[src/rtl/seq_alu_if.sv]
// ---------------------------------------------------------------------------
// seq_alu_if -- operand/result handshake bundle for seq_alu.
//
// Parameters:
//   WIDTH      operand/result width
// Signals:
//   in_valid   issuer presents x/y/sel
//   in_ready   ALU can accept (IDLE only)
//   x, y       operands
//   sel        4-bit operation select
//   out_valid  result registers hold a finished result
//   out_ready  consumer takes the result
//   result     primary result
//   result2    high product / remainder, else 0
//   of, cf     signed overflow / carry-out (add, sub only)
//   dz         divide by zero
//   equal      x == y of the accepted operands
// Modports: master = issuer/consumer side, slave = ALU side.
// ---------------------------------------------------------------------------
interface seq_alu_if #(
  parameter int WIDTH = 32
);
  logic             in_valid;
  logic             in_ready;
  logic [WIDTH-1:0] x;
  logic [WIDTH-1:0] y;
  logic [3:0]       sel;
  logic             out_valid;
  logic             out_ready;
  logic [WIDTH-1:0] result;
  logic [WIDTH-1:0] result2;
  logic             of;
  logic             cf;
  logic             dz;
  logic             equal;

  modport master (
    output in_valid, x, y, sel, out_ready,
    input  in_ready, out_valid, result, result2, of, cf, dz, equal
  );

  modport slave (
    input  in_valid, x, y, sel, out_ready,
    output in_ready, out_valid, result, result2, of, cf, dz, equal
  );
endinterface

[src/rtl/seq_alu.sv]
// ---------------------------------------------------------------------------
// seq_alu -- multi-cycle WIDTH-bit ALU with registered results.
//
// Ports:
//   clk    rising-edge clock
//   rst_n  asynchronous active-low reset
//   bus    seq_alu_if.slave: valid/ready operand input, valid/ready result
//
// sel: 0 shl, 1 sra, 2 srl, 3 mul (lo/hi), 4 div (quot/rem), 5 add, 6 sub,
//      7 and, 8 or, 9 xor, 10 nor, 11 slt, 12 sltu, 13-15 all outputs 0.
//
// Build option SEQ_ALU_ITER_EN: when defined, mul/div with a non-zero y run
// on a shared iterative shift-add / restoring-divide engine (WIDTH cycles in
// BUSY). When undefined, mul/div are computed combinationally at acceptance.
// Divide by zero always completes in one cycle.
// ---------------------------------------------------------------------------
module seq_alu #(
  parameter int WIDTH = 32
) (
  input  logic       clk,
  input  logic       rst_n,
  seq_alu_if.slave   bus
);
  localparam int SHW = $clog2(WIDTH);

  typedef enum logic [1:0] {S_IDLE, S_BUSY, S_DONE} state_t;

  state_t           state_q, state_d;
  logic [WIDTH-1:0] res_q, res_d, res2_q, res2_d;
  logic             of_q, of_d, cf_q, cf_d, dz_q, dz_d, eq_q, eq_d;

  // Single-cycle function of the live inputs, used at acceptance.
  logic [WIDTH-1:0] f_res, f_res2;
  logic             f_of, f_cf, f_dz, f_eq;
  logic [WIDTH:0]   sum;
  logic [WIDTH-1:0] y_eff;
  logic [SHW-1:0]   amt;
  logic             is_sub;
`ifndef SEQ_ALU_ITER_EN
  logic [2*WIDTH-1:0] prod;
`endif

  always_comb begin
    // NOTE: every always_comb output gets a default first so no path can
    // leave it unassigned and infer a latch.
    f_res  = '0;
    f_res2 = '0;
    f_of   = 1'b0;
    f_cf   = 1'b0;
    f_dz   = 1'b0;
    f_eq   = (bus.sel <= 4'd12) && (bus.x == bus.y);
    amt    = bus.y[SHW-1:0];
    is_sub = (bus.sel == 4'd6);
    // Subtract is x + ~y + 1 on the same adder.
    y_eff  = is_sub ? ~bus.y : bus.y;
    sum    = {1'b0, bus.x} + {1'b0, y_eff} + {{WIDTH{1'b0}}, is_sub};
`ifndef SEQ_ALU_ITER_EN
    prod   = {{WIDTH{1'b0}}, bus.x} * {{WIDTH{1'b0}}, bus.y};
`endif
    case (bus.sel)
      4'd0:  f_res = bus.x << amt;
      4'd1:  f_res = $unsigned($signed(bus.x) >>> amt);
      4'd2:  f_res = bus.x >> amt;
`ifndef SEQ_ALU_ITER_EN
      4'd3:  {f_res2, f_res} = prod;
`endif
      4'd4: begin
        if (bus.y == '0) begin
          f_res  = '1;
          f_res2 = bus.x;
          f_dz   = 1'b1;
        end
`ifndef SEQ_ALU_ITER_EN
        else begin
          f_res  = bus.x / bus.y;
          f_res2 = bus.x % bus.y;
        end
`endif
      end
      4'd5, 4'd6: begin
        f_res = sum[WIDTH-1:0];
        f_cf  = sum[WIDTH];
        // Carry into the MSB recovered from the MSB sum bit.
        f_of  = (bus.x[WIDTH-1] ^ y_eff[WIDTH-1] ^ sum[WIDTH-1]) ^ sum[WIDTH];
      end
      4'd7:  f_res = bus.x & bus.y;
      4'd8:  f_res = bus.x | bus.y;
      4'd9:  f_res = bus.x ^ bus.y;
      4'd10: f_res = ~(bus.x | bus.y);
      4'd11: f_res = {{(WIDTH-1){1'b0}}, $signed(bus.x) < $signed(bus.y)};
      4'd12: f_res = {{(WIDTH-1){1'b0}}, bus.x < bus.y};
      default: ;
    endcase
  end

`ifdef SEQ_ALU_ITER_EN
  // Shared engine: {hi,lo} is the product/shift register for mul, and
  // {remainder, dividend->quotient} for div. op holds x (mul) or y (div).
  logic [WIDTH-1:0] hi_q, hi_d, lo_q, lo_d, op_q, op_d;
  logic [SHW-1:0]   cnt_q, cnt_d;
  logic             div_q, div_d;
  logic [WIDTH-1:0] hi_step, lo_step;
  logic [WIDTH:0]   m_sum, r_shift;
  logic             go_iter;

  always_comb begin
    go_iter = ((bus.sel == 4'd3) || (bus.sel == 4'd4)) && (bus.y != '0);
    m_sum   = {1'b0, hi_q} + (lo_q[0] ? {1'b0, op_q} : '0);
    r_shift = {hi_q, lo_q[WIDTH-1]};
    if (div_q) begin
      if (r_shift >= {1'b0, op_q}) begin
        hi_step = r_shift[WIDTH-1:0] - op_q;
        lo_step = {lo_q[WIDTH-2:0], 1'b1};
      end else begin
        hi_step = r_shift[WIDTH-1:0];
        lo_step = {lo_q[WIDTH-2:0], 1'b0};
      end
    end else begin
      {hi_step, lo_step} = {m_sum, lo_q[WIDTH-1:1]};
    end
  end
`endif

  always_comb begin
    state_d = state_q;
    res_d   = res_q;
    res2_d  = res2_q;
    of_d    = of_q;
    cf_d    = cf_q;
    dz_d    = dz_q;
    eq_d    = eq_q;
`ifdef SEQ_ALU_ITER_EN
    hi_d    = hi_q;
    lo_d    = lo_q;
    op_d    = op_q;
    cnt_d   = cnt_q;
    div_d   = div_q;
`endif
    case (state_q)
      S_IDLE: begin
        if (bus.in_valid) begin
          eq_d = f_eq;
`ifdef SEQ_ALU_ITER_EN
          if (go_iter) begin
            state_d = S_BUSY;
            div_d   = (bus.sel == 4'd4);
            op_d    = (bus.sel == 4'd4) ? bus.y : bus.x;
            lo_d    = (bus.sel == 4'd4) ? bus.x : bus.y;
            hi_d    = '0;
            cnt_d   = '0;
            of_d    = 1'b0;
            cf_d    = 1'b0;
            dz_d    = 1'b0;
          end else
`endif
          begin
            state_d = S_DONE;
            res_d   = f_res;
            res2_d  = f_res2;
            of_d    = f_of;
            cf_d    = f_cf;
            dz_d    = f_dz;
          end
        end
      end
`ifdef SEQ_ALU_ITER_EN
      S_BUSY: begin
        hi_d  = hi_step;
        lo_d  = lo_step;
        cnt_d = cnt_q + 1'b1;
        if (cnt_q == SHW'(WIDTH - 1)) begin
          state_d = S_DONE;
          res_d   = lo_step;
          res2_d  = hi_step;
        end
      end
`endif
      S_DONE: if (bus.out_ready) state_d = S_IDLE;
      default: state_d = S_IDLE;
    endcase
  end

  // NOTE: state registers use non-blocking assignments so every flop samples
  // the pre-edge values regardless of process ordering.
  always_ff @(posedge clk or negedge rst_n) begin
    if (!rst_n) begin
      state_q <= S_IDLE;
      res_q   <= '0;
      res2_q  <= '0;
      of_q    <= 1'b0;
      cf_q    <= 1'b0;
      dz_q    <= 1'b0;
      eq_q    <= 1'b0;
`ifdef SEQ_ALU_ITER_EN
      hi_q    <= '0;
      lo_q    <= '0;
      op_q    <= '0;
      cnt_q   <= '0;
      div_q   <= 1'b0;
`endif
    end else begin
      state_q <= state_d;
      res_q   <= res_d;
      res2_q  <= res2_d;
      of_q    <= of_d;
      cf_q    <= cf_d;
      dz_q    <= dz_d;
      eq_q    <= eq_d;
`ifdef SEQ_ALU_ITER_EN
      hi_q    <= hi_d;
      lo_q    <= lo_d;
      op_q    <= op_d;
      cnt_q   <= cnt_d;
      div_q   <= div_d;
`endif
    end
  end

  assign bus.in_ready  = (state_q == S_IDLE);
  assign bus.out_valid = (state_q == S_DONE);
  assign bus.result    = res_q;
  assign bus.result2   = res2_q;
  assign bus.of        = of_q;
  assign bus.cf        = cf_q;
  assign bus.dz        = dz_q;
  assign bus.equal     = eq_q;
endmodule

[src/flat_wrapper.sv]
// flat-port wrapper written by rule: the top's interface ports become plain ports
module seq_alu_flat 
#(
  parameter int WIDTH = 32
)
  (clk, rst_n, bus_in_valid, bus_x, bus_y, bus_sel, bus_out_ready, bus_in_ready, bus_out_valid, bus_result, bus_result2, bus_of, bus_cf, bus_dz, bus_equal);
  seq_alu_if #(.WIDTH(WIDTH)) bus_i ();
  input  logic clk;
  input  logic rst_n;
  input wire logic [$bits(bus_i.in_valid)-1:0] bus_in_valid;
  input wire logic [$bits(bus_i.x)-1:0] bus_x;
  input wire logic [$bits(bus_i.y)-1:0] bus_y;
  input wire logic [$bits(bus_i.sel)-1:0] bus_sel;
  input wire logic [$bits(bus_i.out_ready)-1:0] bus_out_ready;
  output wire logic [$bits(bus_i.in_ready)-1:0] bus_in_ready;
  output wire logic [$bits(bus_i.out_valid)-1:0] bus_out_valid;
  output wire logic [$bits(bus_i.result)-1:0] bus_result;
  output wire logic [$bits(bus_i.result2)-1:0] bus_result2;
  output wire logic [$bits(bus_i.of)-1:0] bus_of;
  output wire logic [$bits(bus_i.cf)-1:0] bus_cf;
  output wire logic [$bits(bus_i.dz)-1:0] bus_dz;
  output wire logic [$bits(bus_i.equal)-1:0] bus_equal;
  assign bus_i.in_valid = bus_in_valid;
  assign bus_i.x = bus_x;
  assign bus_i.y = bus_y;
  assign bus_i.sel = bus_sel;
  assign bus_i.out_ready = bus_out_ready;
  assign bus_in_ready = bus_i.in_ready;
  assign bus_out_valid = bus_i.out_valid;
  assign bus_result = bus_i.result;
  assign bus_result2 = bus_i.result2;
  assign bus_of = bus_i.of;
  assign bus_cf = bus_i.cf;
  assign bus_dz = bus_i.dz;
  assign bus_equal = bus_i.equal;
  seq_alu #(.WIDTH(WIDTH)) u_core (.clk(clk), .rst_n(rst_n), .bus(bus_i));
endmodule
[config.mk]
export PLATFORM = sky130hd
export DESIGN_NAME = seq_alu_flat
export DESIGN_NICKNAME = d
export VERILOG_FILES = /design/src/rtl/seq_alu_if.sv /design/src/rtl/seq_alu.sv /design/src/flat_wrapper.sv
export SDC_FILE = /design/constraint.sdc
export NUM_CORES = 2
export LEC_CHECK = 0
export ABC_CLOCK_PERIOD_IN_PS = 1500
export CORE_MARGIN = 3
export CORE_UTILIZATION = 62
export CTS_CLUSTER_SIZE = 14
export DETAILED_ROUTE_END_ITERATION = 8
export DONT_BUFFER_PORTS = 1
export PLACE_DENSITY = 0.8
export SLEW_MARGIN = 25
export SYNTH_ARGS = -nofsm -noshare
export SYNTH_HDL_FRONTEND = slang
export SYNTH_SLANG_ARGS = --single-unit
[constraint.sdc]
create_clock -name clk -period 1.5 [get_ports clk]
set_input_delay 0.225 -clock clk [delete_from_list [all_inputs] [get_ports clk]]
set_output_delay 0.225 -clock clk [all_outputs]
set_load 0.1 [all_outputs]
==> impl_metrics.py, run 1 <==
metrics = {
    "global_routing": {
        "grt_max_degree": 113,
        "grt-ovfl-total": 4805,
        "grt_use_total": 0.967,
        "grt_pass1_vias": 135000,
        "grt_pass1_wl_microns": 911000,
    },
    "synthesis": {
        "yosysTopAreaCellShare": 0.242,
        "syn_inst": 9896,
        "synthTopCellsByArea": "fa_1, ha_1, nand2_1",
        "synth_area_sq_mm": 0.0741,
        "postSynth.asyncResetShare": 1.00,
        "ys.flop_type": "dfrtp_1",
        "syn-mean-instance-area_sq_um": 7.49,
        "synth_nets": 11800,
        "synthDistinctLibCells": 129,
        "ys_ff_latch": 69,
        "yosys.area.top_type": "fa_1",
        "synth_edf_count": 0,
        "yosysWarnings": 0,
        "seq_area_frac_synth": 0.0233,
    },
    "cts": {
        "cts.path.max_buffers": 2,
        "cts-root-buf": "clkbuf_16",
        "cts.htree.levels": 3,
        "clkSinkCount": 69,
        "numCtsBuffers": 9,
    },
    "floorplan": {
        "io_pins": 142,
        "die_x_microns": 352,
        "fp-row-count": 126,
        "die_h_microns": 352,
        "initial_core_util": 0.626,
    },
    "placement": {
        "io_buffers": 0,
        "dp_hpwl_microns": 299000,
        "place.gp.congestion": 1.29,
    },
    "outcome": {
        "haltStage": "5_1_grt",
        "status": "did not finish",
        "first-error": "[ERROR GRT-0116] Global routing finished with congestion. Check the congestion regions in the DRC Viewer.",
    },
}
[cells by family after synthesis]
family	synth area share
flops	0.0233
buf+inv	0.0881
xor+xnor	0.0559
simple gates	0.197
fa+ha+maj	0.398
mux	0.0243
compound gates	0.214
[metal layers]
layer  overflow  global-route usage
met5         60               0.859
met4       1100               0.989
met3        374               0.907
met2       2862                1.07
met1        409               0.919
[synth_stat cells (56+ instances only)]
| master | count |
|---|---|
| nand2_1 | 1455 |
| inv_1 | 1219 |
| ha_1 | 922 |
| nor2_1 | 913 |
| fa_1 | 898 |
| a21oi_1 | 603 |
| o21ai_0 | 483 |
| clkbuf_1 | 345 |
| xnor2_1 | 283 |
| a21o_1 | 200 |
| xor2_1 | 190 |
| nor3_1 | 188 |
| nand3_1 | 180 |
| o21a_1 | 137 |
| o211ai_1 | 115 |
| mux2i_1 | 106 |
| buf_1 | 87 |
| a31oi_1 | 77 |
| o21bai_1 | 75 |
| nand2b_1 | 71 |
| nand4_1 | 71 |
| dfrtp_1 | 69 |
| nor2b_1 | 64 |
| a211oi_1 | 61 |
| and3_1 | 56 |
[timing repair]
action / in CTS
endpoints found under the setup margin: 76
setup buffers: 360
endpoints found under the hold margin: 70
pin swaps: 462
hold buffers: 1
cloned: 7
resized for setup: 868
[metrics by stage]
stage	util	cell area [sq um]	setup TNS (ns)	setup WS, ns	std cells
floorplan	-	76300	-2617.62	-56.04	9896
global placement	0.829	98200	-2683.53	-57.59	14000
detailed placement	0.829	98200	-2840.70	-60.95	14000
CTS	0.890	105000	-2601.89	-55.87	14400
==> run 2: changes to the inputs <==
Settings changed: ABC_CLOCK_PERIOD_IN_PS 1500 to 2000, CORE_UTILIZATION 62 to 40, CTS_CLUSTER_SIZE 14 to unset, PLACE_DENSITY 0.8 to unset, PLACE_DENSITY_LB_ADDON set to 0.15.
Clock period 1.5 ns to 2 ns, I/O delays scaled along.
==> impl_metrics.py, run 2 <==
metrics = {
    "synthesis": {
        "synthDistinctLibCells": 129,
        "yosysTopAreaCellShare": 0.242,
        "yosys.area.top_type": "fa_1",
        "synthTopCellsByArea": "fa_1, ha_1, nand2_1",
        "ys_top_cells_by_count": "nand2_1, inv_1, ha_1, nor2_1, fa_1",
        "synth_nets": 11800,
        "ys_ff_latch": 69,
        "synth_area_sq_mm": 0.0741,
        "syn-mean-instance-area_sq_um": 7.49,
        "yosysWarnings": 0,
        "ys.flop_type": "dfrtp_1",
        "syn_inst": 9896,
        "yosysMostFrequentCell": "nand2_1",
        "synth_edf_count": 0,
        "postSynth.asyncResetShare": 1.00,
        "seq_area_frac_synth": 0.0233,
    },
    "critical_path": {
        "crit_required_ns": 2.29,
        "slowest_delay_ns": 0.54,
        "cp-start-kind": "input pin",
        "cp-end-kind": "flip-flop",
        "worstPathArrival_ns": 58.54,
        "critical_path_class": "input pin to flip-flop",
        "crit_path_max_fanout": 33,
        "crit_slowest_cell": "or4_4",
        "crit_path_frequent_cell": "buf_4",
    },
    "detailed_routing": {
        "first_iter_violations": 8662,
        "wl_per_cell_microns": 26.9,
        "postRouteAntennaNets": 0,
        "routed_via_density": 5.83,
        "vias": 91500,
        "drt-total-wl_microns": 422000,
        "drc": 0,
        "dr.pass1.iters": 9,
    },
    "cells_and_area": {
        "area.sequential_sq_mm": 0.00173,
        "fillers": 16500,
        "multi_input_area_sq_mm": 0.0739,
        "fin_nets": 15100,
        "drive_above_1_share": 0.387,
        "layout_commonest_cell": "buf_4",
        "stdcell_count": 15700,
        "final_cell_mix": "buf_4, nand2_1, inv_1",
        "syn_to_final_growth_pct": 53.3,
    },
    "sta": {
        "grt_setup_unrepaired": "true",
        "setup_violations": 68,
        "setup_tns_ns": -2611.97,
        "worst_pin_slew_ns": 1.21,
        "period_share": 29.1,
        "finalWorstPathRequiredPeriod_ns": 58.25,
        "hold_viol_final": 0,
        "setup_ws_ns": -56.25,
        "fmax_mhz": 17.2,
        "skew_ns": 0.0119,
        "slew_headroom": 0.173,
        "finalMaxSlewViolations": 0,
        "hold-worst-slack_ns": 0.163,
    },
    "cts": {
        "numCtsBuffers": 9,
        "cts.path.max_buffers": 2,
        "clk_pin_slew_ns": 0.09,
        "clkSinkCount": 69,
        "cts_tree": "built",
        "insertion_delay_ns": 0.41,
        "cts.htree.levels": 3,
        "cts-root-buf": "clkbuf_16",
    },
    "global_routing": {
        "grt-ovfl-total": 0,
        "grt_use_total": 0.426,
        "grt_pass1_wl_microns": 607000,
        "grt_max_degree": 113,
        "antenna_found_initial": 19,
        "grt_pass1_vias": 92300,
    },
    "placement": {
        "dp_cells": 15100,
        "place.gp.congestion": 1.09,
        "dp_hpwl_microns": 321000,
        "io_buffers": 0,
    },
    "outcome": {
        "violations": "negative setup slack",
        "status": "finished with violations",
    },
    "power_and_ir_drop": {
        "irDropWorstVdd_v": 0.00526,
        "power_density_mw_per_mm2": 1890,
        "p_leak_nw": 56.5,
    },
    "run": {
        "cap_violations": 0,
    },
    "floorplan": {
        "initial_core_util": 0.404,
        "fp-row-count": 157,
        "die_x_microns": 437,
        "coreArea_sq_mm": 0.184,
        "die_area_sq_mm": 0.191,
        "die_h_microns": 437,
        "io_pins": 142,
    },
    "hold_path": {
        "hp-class": "input pin to flip-flop",
    },
}
[run 2: repair_timing]
item,in CTS,in global routing
endpoints found under the hold margin,70,0
pin swaps,400,381
setup endpoints to repair,68,68
hold buffers,3,0
resized for setup,841,701
buffers inserted,382,199
gates cloned,12,3
[run 2: cell families (layout without fill, tap and decap cells)]
kind of cell / count (synthesis) / count (layout) / synth area share
adders and majority gates: 1820 / 1820 / 0.398
other: 0 / 16 / 0
xor gates and xnor gates: 473 / 473 / 0.0559
muxes: 165 / 165 / 0.0243
AOI/OAI and AO/OA: 2358 / 2360 / 0.214
DFF: 69 / 69 / 0.0233
and+or+nand+nor: 3296 / 3297 / 0.197
buffers and inverters: 1715 / 5043 / 0.0881
[run 2: through the flow]
step | power (mW) | worst slack (ns) | instance area, sq um | utilization
2_1_floorplan | 110 | -55.62 | 76300 | -
3_3_place_gp | 206 | -59.93 | 101000 | 0.551
3_5_place_dp | 207 | -60.96 | 101000 | 0.551
4_1_cts | 212 | -55.17 | 109000 | 0.592
5_1_grt | 224 | -58.25 | 114000 | 0.619
6_report | 215 | -56.25 | 114000 | 0.619
[run 2: worst max-delay path: cells and delay by family]
| family | cells | cell delay (ns) |
|---|---|---|
| AO/OA/AOI/OAI | 137 | 26.74 |
| buffers and inverters | 59 | 8.14 |
| XOR/XNOR | 1 | 0.29 |
| AND/OR/NAND/NOR | 82 | 13.15 |
| multiplexers | 6 | 1.77 |
| adder cells (fa/ha/maj) | 31 | 7.90 |
[run 2: worst paths after layout]
path	startpoint	end	slack, ns	depth (start not counted)
worst max-delay path	bus_y[13]	u_core.bus.result2[22]	-56.25	316
worst min-delay path	bus_sel[2]	u_core.bus.result[0]	0.16	3
worst max register to register	u_core.state_q[1]	u_core.bus.result[31]	0.05	9
worst min register to register	u_core.bus.result[5]	u_core.bus.result[5]	0.51	1
max in group asynchronous	rst_n	u_core.bus.result[18]	1.12	2
min in group asynchronous	rst_n	u_core.bus.result[4]	0.44	2
[run 2: routing by layer]
| layer | track usage | share of wire | wire (microns) |
|---|---|---|---|
| met5 | 0 | 0.00018 | 75 |
| met4 | 0.295 | 0.087 | 36600 |
| met1 | 0.531 | 0.39 | 163000 |
| met2 | 0.660 | 0.43 | 182000 |
| met3 | 0.0864 | 0.094 | 39800 |
[run 2: cell type report]
cell class | count | share of cell area
multi-input cells | 8115 | 0.650
inverters | 1248 | 0.0414
clock buffers | 9 | 0.00198
diodes | 16 | 0.000352
flip-flops and latches | 69 | 0.0152
repair buffers | 3779 | 0.263
clock inverters | 7 | 0.000925
well taps | 2464 | 0.0271
[run 2: power by group]
group | total, mW | internal, mW | switching (mW)
clock network | 2.09 | 1.12 | 0.967
registers | 2.29 | 1.85 | 0.436
logic | 211 | 99.0 | 112
Power figures use the tool's default switching activity.
